### config.mk
export PLATFORM = sky130hd
export DESIGN_NAME = digit_unscramble
export DESIGN_NICKNAME = d
export VERILOG_FILES = /design/src/rtl/digit_unscramble.sv
export SDC_FILE = /design/constraint.sdc
export NUM_CORES = 1
export LEC_CHECK = 0
export BUFFER_PORTS_ARGS = -buffer_cell sky130_fd_sc_hd__buf_2
export CORE_MARGIN = 3
export CORE_UTILIZATION = 45
export CTS_BUF_LIST = sky130_fd_sc_hd__clkbuf_4
export CTS_CLUSTER_DIAMETER = 120
export CTS_CLUSTER_SIZE = 28
export DETAILED_ROUTE_END_ITERATION = 10
export GPL_TIMING_DRIVEN = 1
export MAX_ROUTING_LAYER = met4
export PLACE_DENSITY = 0.77
export SLEW_MARGIN = 10
export SYNTH_ARGS = -nofsm -noshare
export SYNTH_HDL_FRONTEND = slang
export SYNTH_SLANG_ARGS = --single-unit
export TNS_END_PERCENT = 5
### constraint.sdc
create_clock -name clk -period 3.2 [get_ports clk]
set_input_delay 0.32 -clock clk [delete_from_list [all_inputs] [get_ports clk]]
set_output_delay 0.32 -clock clk [all_outputs]
set_load 0.005 [all_outputs]
### src/rtl/digit_unscramble.sv
// Digit-serial unscrambler: d = (7*in) mod 10, framed into N_DIGITS-digit words, 2-deep output buffer.
// Optional DIGIT_UNSCRAMBLE_SUM_EN adds out_sum, the per-word decoded digit sum mod 10 on the last digit.
module digit_unscramble #(
  parameter int N_DIGITS = 8,
  parameter int CNT_W    = 16
) (
  input  logic             clk,
  input  logic             rst,
  input  logic             in_valid,
  output logic             in_ready,
  input  logic [3:0]       in_digit,
  input  logic             in_first,
  output logic             out_valid,
  input  logic             out_ready,
  output logic [3:0]       out_digit,
  output logic             out_last,
  output logic             digit_err,
  output logic             frame_err,
`ifdef DIGIT_UNSCRAMBLE_SUM_EN
  output logic [3:0]       out_sum,
`endif
  output logic [CNT_W-1:0] word_count
);

  localparam int POS_W = (N_DIGITS > 1) ? $clog2(N_DIGITS) : 1;
  localparam logic [POS_W-1:0] LAST_POS = POS_W'(N_DIGITS - 1);

  typedef enum logic {IDLE, IN_WORD} state_t;

  state_t           state;
  logic [POS_W-1:0] pos;
  logic [1:0]       count;
  logic [3:0]       ent1_digit;
  logic             ent1_last;
  logic [3:0]       dec;
  logic             bad;
  logic             accept;
  logic             pop;
  logic             push;
  logic             push_last;

  function automatic logic [3:0] decode(input logic [3:0] d);
    case (d)
      4'd0:    decode = 4'd0;
      4'd1:    decode = 4'd7;
      4'd2:    decode = 4'd4;
      4'd3:    decode = 4'd1;
      4'd4:    decode = 4'd8;
      4'd5:    decode = 4'd5;
      4'd6:    decode = 4'd2;
      4'd7:    decode = 4'd9;
      4'd8:    decode = 4'd6;
      4'd9:    decode = 4'd3;
      default: decode = 4'd0;
    endcase
  endfunction

  assign in_ready  = (count < 2'd2);
  assign out_valid = (count != 2'd0);
  assign accept    = in_valid & in_ready;
  assign pop       = out_valid & out_ready;

  always_comb begin
    dec       = decode(in_digit);
    bad       = (in_digit > 4'd9);
    push      = 1'b0;
    push_last = 1'b0;
    if (accept) begin
      if (in_first) begin
        push      = 1'b1;
        push_last = (N_DIGITS == 1);
      end else if (state == IN_WORD) begin
        push      = 1'b1;
        push_last = (pos == LAST_POS);
      end
    end
  end

`ifdef DIGIT_UNSCRAMBLE_SUM_EN
  logic [3:0] acc;
  logic [3:0] sum_base;
  logic [4:0] sum_raw;
  logic [3:0] sum_new;
  logic [3:0] push_sum;
  logic [3:0] ent1_sum;

  always_comb begin
    sum_base = in_first ? 4'd0 : acc;
    sum_raw  = 5'(sum_base) + 5'(dec);
    sum_new  = (sum_raw >= 5'd10) ? 4'(sum_raw - 5'd10) : sum_raw[3:0];
    push_sum = push_last ? sum_new : 4'd0;
  end

  always_ff @(posedge clk) begin
    if (rst) acc <= '0;
    else if (push) acc <= sum_new;
  end
`endif

  // Head of the buffer lives directly in the output registers; ent1 is the second slot.
  always_ff @(posedge clk) begin
    if (rst) begin
      count      <= '0;
      out_digit  <= '0;
      out_last   <= 1'b0;
      ent1_digit <= '0;
      ent1_last  <= 1'b0;
`ifdef DIGIT_UNSCRAMBLE_SUM_EN
      out_sum    <= '0;
      ent1_sum   <= '0;
`endif
    end else begin
      case ({push, pop})
        2'b10: begin
          if (count == 2'd0) begin
            out_digit <= dec;
            out_last  <= push_last;
`ifdef DIGIT_UNSCRAMBLE_SUM_EN
            out_sum   <= push_sum;
`endif
          end else begin
            ent1_digit <= dec;
            ent1_last  <= push_last;
`ifdef DIGIT_UNSCRAMBLE_SUM_EN
            ent1_sum   <= push_sum;
`endif
          end
          count <= count + 2'd1;
        end
        2'b01: begin
          if (count == 2'd2) begin
            out_digit <= ent1_digit;
            out_last  <= ent1_last;
`ifdef DIGIT_UNSCRAMBLE_SUM_EN
            out_sum   <= ent1_sum;
`endif
          end
          count <= count - 2'd1;
        end
        2'b11: begin
          out_digit <= dec;
          out_last  <= push_last;
`ifdef DIGIT_UNSCRAMBLE_SUM_EN
          out_sum   <= push_sum;
`endif
        end
        default: ;
      endcase
    end
  end

  always_ff @(posedge clk) begin
    if (rst) begin
      state      <= IDLE;
      pos        <= '0;
      word_count <= '0;
      digit_err  <= 1'b0;
      frame_err  <= 1'b0;
    end else if (accept) begin
      if (bad) digit_err <= 1'b1;
      if (in_first) begin
        if (state == IN_WORD) frame_err <= 1'b1;
        if (push_last) begin
          word_count <= word_count + CNT_W'(1);
          state      <= IDLE;
          pos        <= '0;
        end else begin
          state <= IN_WORD;
          pos   <= POS_W'(1);
        end
      end else if (state == IDLE) begin
        frame_err <= 1'b1;
      end else if (push_last) begin
        word_count <= word_count + CNT_W'(1);
        state      <= IDLE;
        pos        <= '0;
      end else begin
        pos <= pos + POS_W'(1);
      end
    end
  end

endmodule

Word level (Yosys, flattened, before mapping)
Memory sizes are Yosys's and may differ from the RTL's.
Index checks and enable logic that the tools add are counted.
- word-level logic and storage cells: 65
- memory bits (read-only): 64
- memories kept: 1
- register bits after elaboration: 34
- mux-type cells: 26
- add/sub/neg operators: 4
- eq/ne operators: 9
- bitwise gates (word level): 3
- order comparisons: 2
- reductions and logical operators: 10
- memories (name ; depth ; width ; read ports ; clocked after Yosys merged registers in ; wr ports ; line ; text):
    (no name shown) ; 16 ; 4 ; 1 ; 0 ; 0 ; 43 ; case (d)
- operators with widths (operator ; count):
    $mux 16 ; 3
    $add 16x1->16 const B ; 1
    $mux 1 ; 15
    $pmux 4 s3 ; 1
    $mux 3 ; 3
    $mux 4 ; 2
    $eq 2x2->1 const B ; 3
    $ne 2x2->1 const B ; 3
    $reduce_and 2->1 ; 3
    $reduce_and 3->1 ; 2
    $reduce_bool 2->1 ; 3
    $gt 4x4->1 const B ; 1
    $pmux 2 s2 ; 1
    $add 3x1->3 const B ; 1
    $eq 3x3->1 const B ; 1
    $pmux 1 s3 ; 1
    $reduce_bool 3->1 ; 1
    $add 2x1->2 const B ; 1
    $and 1x1->1 ; 2
    $eq 2x1->1 const B ; 1
    $logic_not 2->1 ; 1
    $lt 2x2->1 const B ; 1
    $ne 2x1->1 const B ; 1
    $sub 2x1->2 const B ; 1
    $not 1->1 ; 1

Logic depth before layout (Yosys ltp)
- depth in word-level cells: 7
- gate-level depth with buffers: 11
- gate-level depth less buffers: 9

Worst setup path after synthesis
No wires, ideal clock.
- kind: register -> register
- start: reg state
- end: reg out_digit[0]
- arrival: 2.180 ns
- period minus slack after synthesis: 2.297 ns
- cell stages (with the launch flop): 11
- buffers on the path: 1
- path slack: 0.903 ns
- library setup time: 0.117 ns
- path through: dfxtp_1 -> inv_1 -> ha_1 -> or3b_4 -> clkbuf_1 -> inv_1 -> ha_1 -> mux2i_1 -> a21oi_1 -> nor2_1 -> a22o_1
- word-level cells in the longest chain between the ends: 6
- elaborated cells on any way between the ends: 11
- those cells by class: eq/ne: 5; mux: 4; reduce/logical: 2
- RTL lines (what ; line ; text):
    start: declaration ; 30 ; state_t state;
    start signal: assignment ; 154 ; state <= IDLE;
    start signal: assignment ; 165 ; state <= IDLE;
    start signal: assignment ; 168 ; state <= IN_WORD;
    $mux 1 (*) ; 72 ; end else if (state == IN_WORD) begin
    $mux 1 (*) ; 69 ; if (in_first) begin
    $mux 1 (*) ; 68 ; if (accept) begin
    net push ; 39 ; logic push;
    $eq 2x1->1 or $eq 2x2->1 (tied branches) ; 113 ; case ({push, pop})
    $ne 2x2->1 (no line) or $reduce_bool 3->1 (tied branches) ; -- ;
    $reduce_and 3->1 (no line) ; -- ;
    end signal: assignment ; 132 ; out_digit <= ent1_digit;
    end: declaration ; 15 ; output logic [3:0] out_digit,
The timed path passes the listed nets; every way through them passes the cells marked *.
A chain may end at the register's enable or synchronous reset.

Final worst setup path
- start: reg state
- end: reg out_digit[3]
The elaborated chain is that of the path after synthesis.

==> impl_metrics.tcl <==
set metrics [dict create \
    ys_seq_area_share_pct 39.0 \
    status "completed" \
    clock-sinks 34 \
    synth.largest_area_cell "dfxtp_1" \
    post-route-period-util_pct 77.8 \
    initial_core_util_pct 47.4 \
    cts_inserted_buffers 5 \
    cp.required_ps 3400 \
    finalPower_mw 1.12 \
    clock_path_buffers 2 \
    first_pass_iters 6 \
    ys.flop_type "dfxtp_1" \
    grt_busiest_layer "met2" \
    cap_violations 0 \
    core-area_um2 3690 \
    htreeDepth 2 \
    synth-seq-cells 34 \
    die_area_um2 4660 \
    switchingPower_mw 0.353 \
    drc 0 \
    detailedPlace.worstSlack_ps 642 \
    post-dp-hpwl_um 2580 \
    synth_area_per_cell_um2 8.36 \
    area_growth_pct 15.3 \
    final_util_pct 54.6 \
    worst-path-max-fanout 14 \
    p_int_mw 0.767 \
    vdd_drop_max_mv 0.373 \
    combPwrFrac_pct 27.2 \
    synth-async-reset-ratio_pct 0 \
    antenna_found_initial 0 \
    placementRows 22 \
    ioPinCount 34 \
    cts_root_buffer "clkbuf_4" \
    overflow 0 \
    drtIter0Drc 63 \
    switching_share_pct 31.6 \
    leakagePower_nw 0.855 \
    final_common_cell "dfxtp_1" \
    wl_per_cell_um 12.5 \
    drive_gt1_share_pct 18.3 \
    clock_latency_ps 330 \
    syn_nets 228 \
    via_per_inst 5.31 \
    cts_tree "yes" \
    relSlewSlack_pct 54.5 \
    cts_setup_buffers 0 \
    wl_um 3610 \
    ys_warn_count 0 \
    max_clock_freq_mhz 402 \
    worstPathArrival_ps 2690 \
    met1_usage_pct 21.5 \
    routabilityCongestion 0.806 \
    path_class "reg2reg" \
    syn_inst 209 \
    die_h_um 68.3 \
    die_w_um 68.3 \
    end_kind "register" \
    p_clk_share_pct 27.7 \
    diodes 0 \
    mappedNetlistArea_um2 1750 \
    hold_buffers 0 \
    p_seq_share_pct 45.0 \
    drv_slew 0 \
    grt_max_degree 39 \
    yosys-top-cells-area "dfxtp_1 39%, ha_1 7.2%, nor2_1 6.2%, xnor2_1 3.5%, nand2_1 3.4%" \
    power_density_nw_per_um2 556 \
    postRouteAntennaNets 0 \
    cts_resized 0 \
    mostFrequentLayoutCells "34 x dfxtp_1, 33 x buf_2, 29 x nor2_1, 16 x nand2_1, 12 x inv_1" \
    grt_util_met3_pct 4.11 \
    rsz0062_at_grt "no" \
    skew_ps 5.55 \
    setup-tns-final_ps 0 \
    worstMarginPinSlew_ps 683 \
    layout_min_cycle_time_ps 2490 \
    grt_use_met2_pct 27.1 \
    hold_viol_final 0 \
    synth_edf_count 0 \
    synthDominantCellAreaShare_pct 39.0 \
    vias 1534 \
    clk_pin_slew_worst_paths_ps 100 \
    grt_pass1_vias 1374 \
    cp-start-kind "register" \
    synthDistinctLibCells 41 \
    finalWorstSetupSlack_ps 709 \
    final_nets 259 \
    grt_pass1_wl_um 6020 \
    io_buffers 33 \
    track_usage_pct 17.4 \
    finalSetupViolCount 0 \
    hp-class "in2reg" \
]
==> power groups by stage <==
stage                     clock, mW  combinational, mW  sequential [mW]
after floorplan                   0              0.229            0.506
after global placement            0              0.297            0.513
after detailed placement          0              0.305            0.513
after CTS                     0.317              0.306            0.504
after global routing          0.332              0.352            0.511
final                         0.311              0.305            0.504
==> stage by stage <==
stage | hold slack [ps] | std cells | cell area [um2]
5_1_grt | 307 | 289 | 2010
2_1_floorplan | 448 | 209 | 1750
6_report | 306 | 289 | 2010
4_1_cts | 291 | 289 | 2010
3_3_place_gp | 442 | 281 | 1940
3_5_place_dp | 446 | 281 | 1940
==> worst paths after layout <==
| path | from | to | slack [ps] | cells past startpoint |
|---|---|---|---|---|
| setup / recovery | state | out_digit[3] | 710 | 9 |
| hold / removal | in_first | state | 310 | 3 |
| setup reg to reg | state | out_digit[3] | 710 | 9 |
| hold reg to reg | out_digit[2] | out_digit[2] | 460 | 2 |
==> synthesized netlist by cell type (2+ instances only) <==
library cell,instances
dfxtp_1,34
nor2_1,29
nand2_1,16
inv_1,12
a21oi_1,11
ha_1,10
clkbuf_1,7
nor2b_1,7
xnor2_1,7
o21ai_0,6
or4_1,6
mux2i_1,5
nand3_1,5
nor3_1,5
a211oi_1,4
o31ai_1,4
xor2_1,4
a22oi_1,3
a31oi_1,3
nand2b_1,3
nand3b_1,3
nand4_1,3
nor4_1,2
o211ai_1,2
or3_1,2
==> registers in the layout, indices dropped and copies added (netlist names) <==
signal / flops
state: 1
digit_err: 1
ent1_last: 1
ent1_digit: 4
frame_err: 1
out_last: 1
pos: 3
out_digit: 4
word_count: 16
count: 2
==> logic make-up (layout without fill, tap and decap cells) <==
logic type / Yosys count / count (layout) / share of synthesized area, %
flip-flops: 34 / 34 / 39.0
adder cells (fa/ha/maj): 10 / 10 / 7.16
AO/OA/AOI/OAI: 38 / 38 / 13.9
buffers and inverters: 21 / 53 / 4.58
AND/OR/NAND/NOR: 89 / 89 / 26.4
XOR/XNOR: 11 / 11 / 5.52
multiplexers: 6 / 6 / 3.51
==> area by class of cell <==
cell class | count | area [um2]
fill | 373 | 1670
inverter | 12 | 45.0
multi-input combinational | 154 | 986
clock buffer | 5 | 37.5
tap | 48 | 60.1
timing repair buffer | 33 | 165
sequential | 34 | 681
clock inverter | 3 | 40.0
==> critical path, cell delays in order, from the launching register on <==
cell and delay (ps):
dfxtp_1 410, inv_1 60, ha_1 200, or3b_4 470
inv_1 90, ha_1 180, mux2i_1 80, a21oi_1 560
mux2i_1 250, nor2_1 60
==> per-layer routing <==
metal,up-vias,share of wire [%],wire length [um]
met2,39,44,1590
met4,0,1.5,53
met3,5,4.5,161
met1,697,50,1800
met5,-,0,0
li1,793,-,-
(Power assumes the default switching activity.)
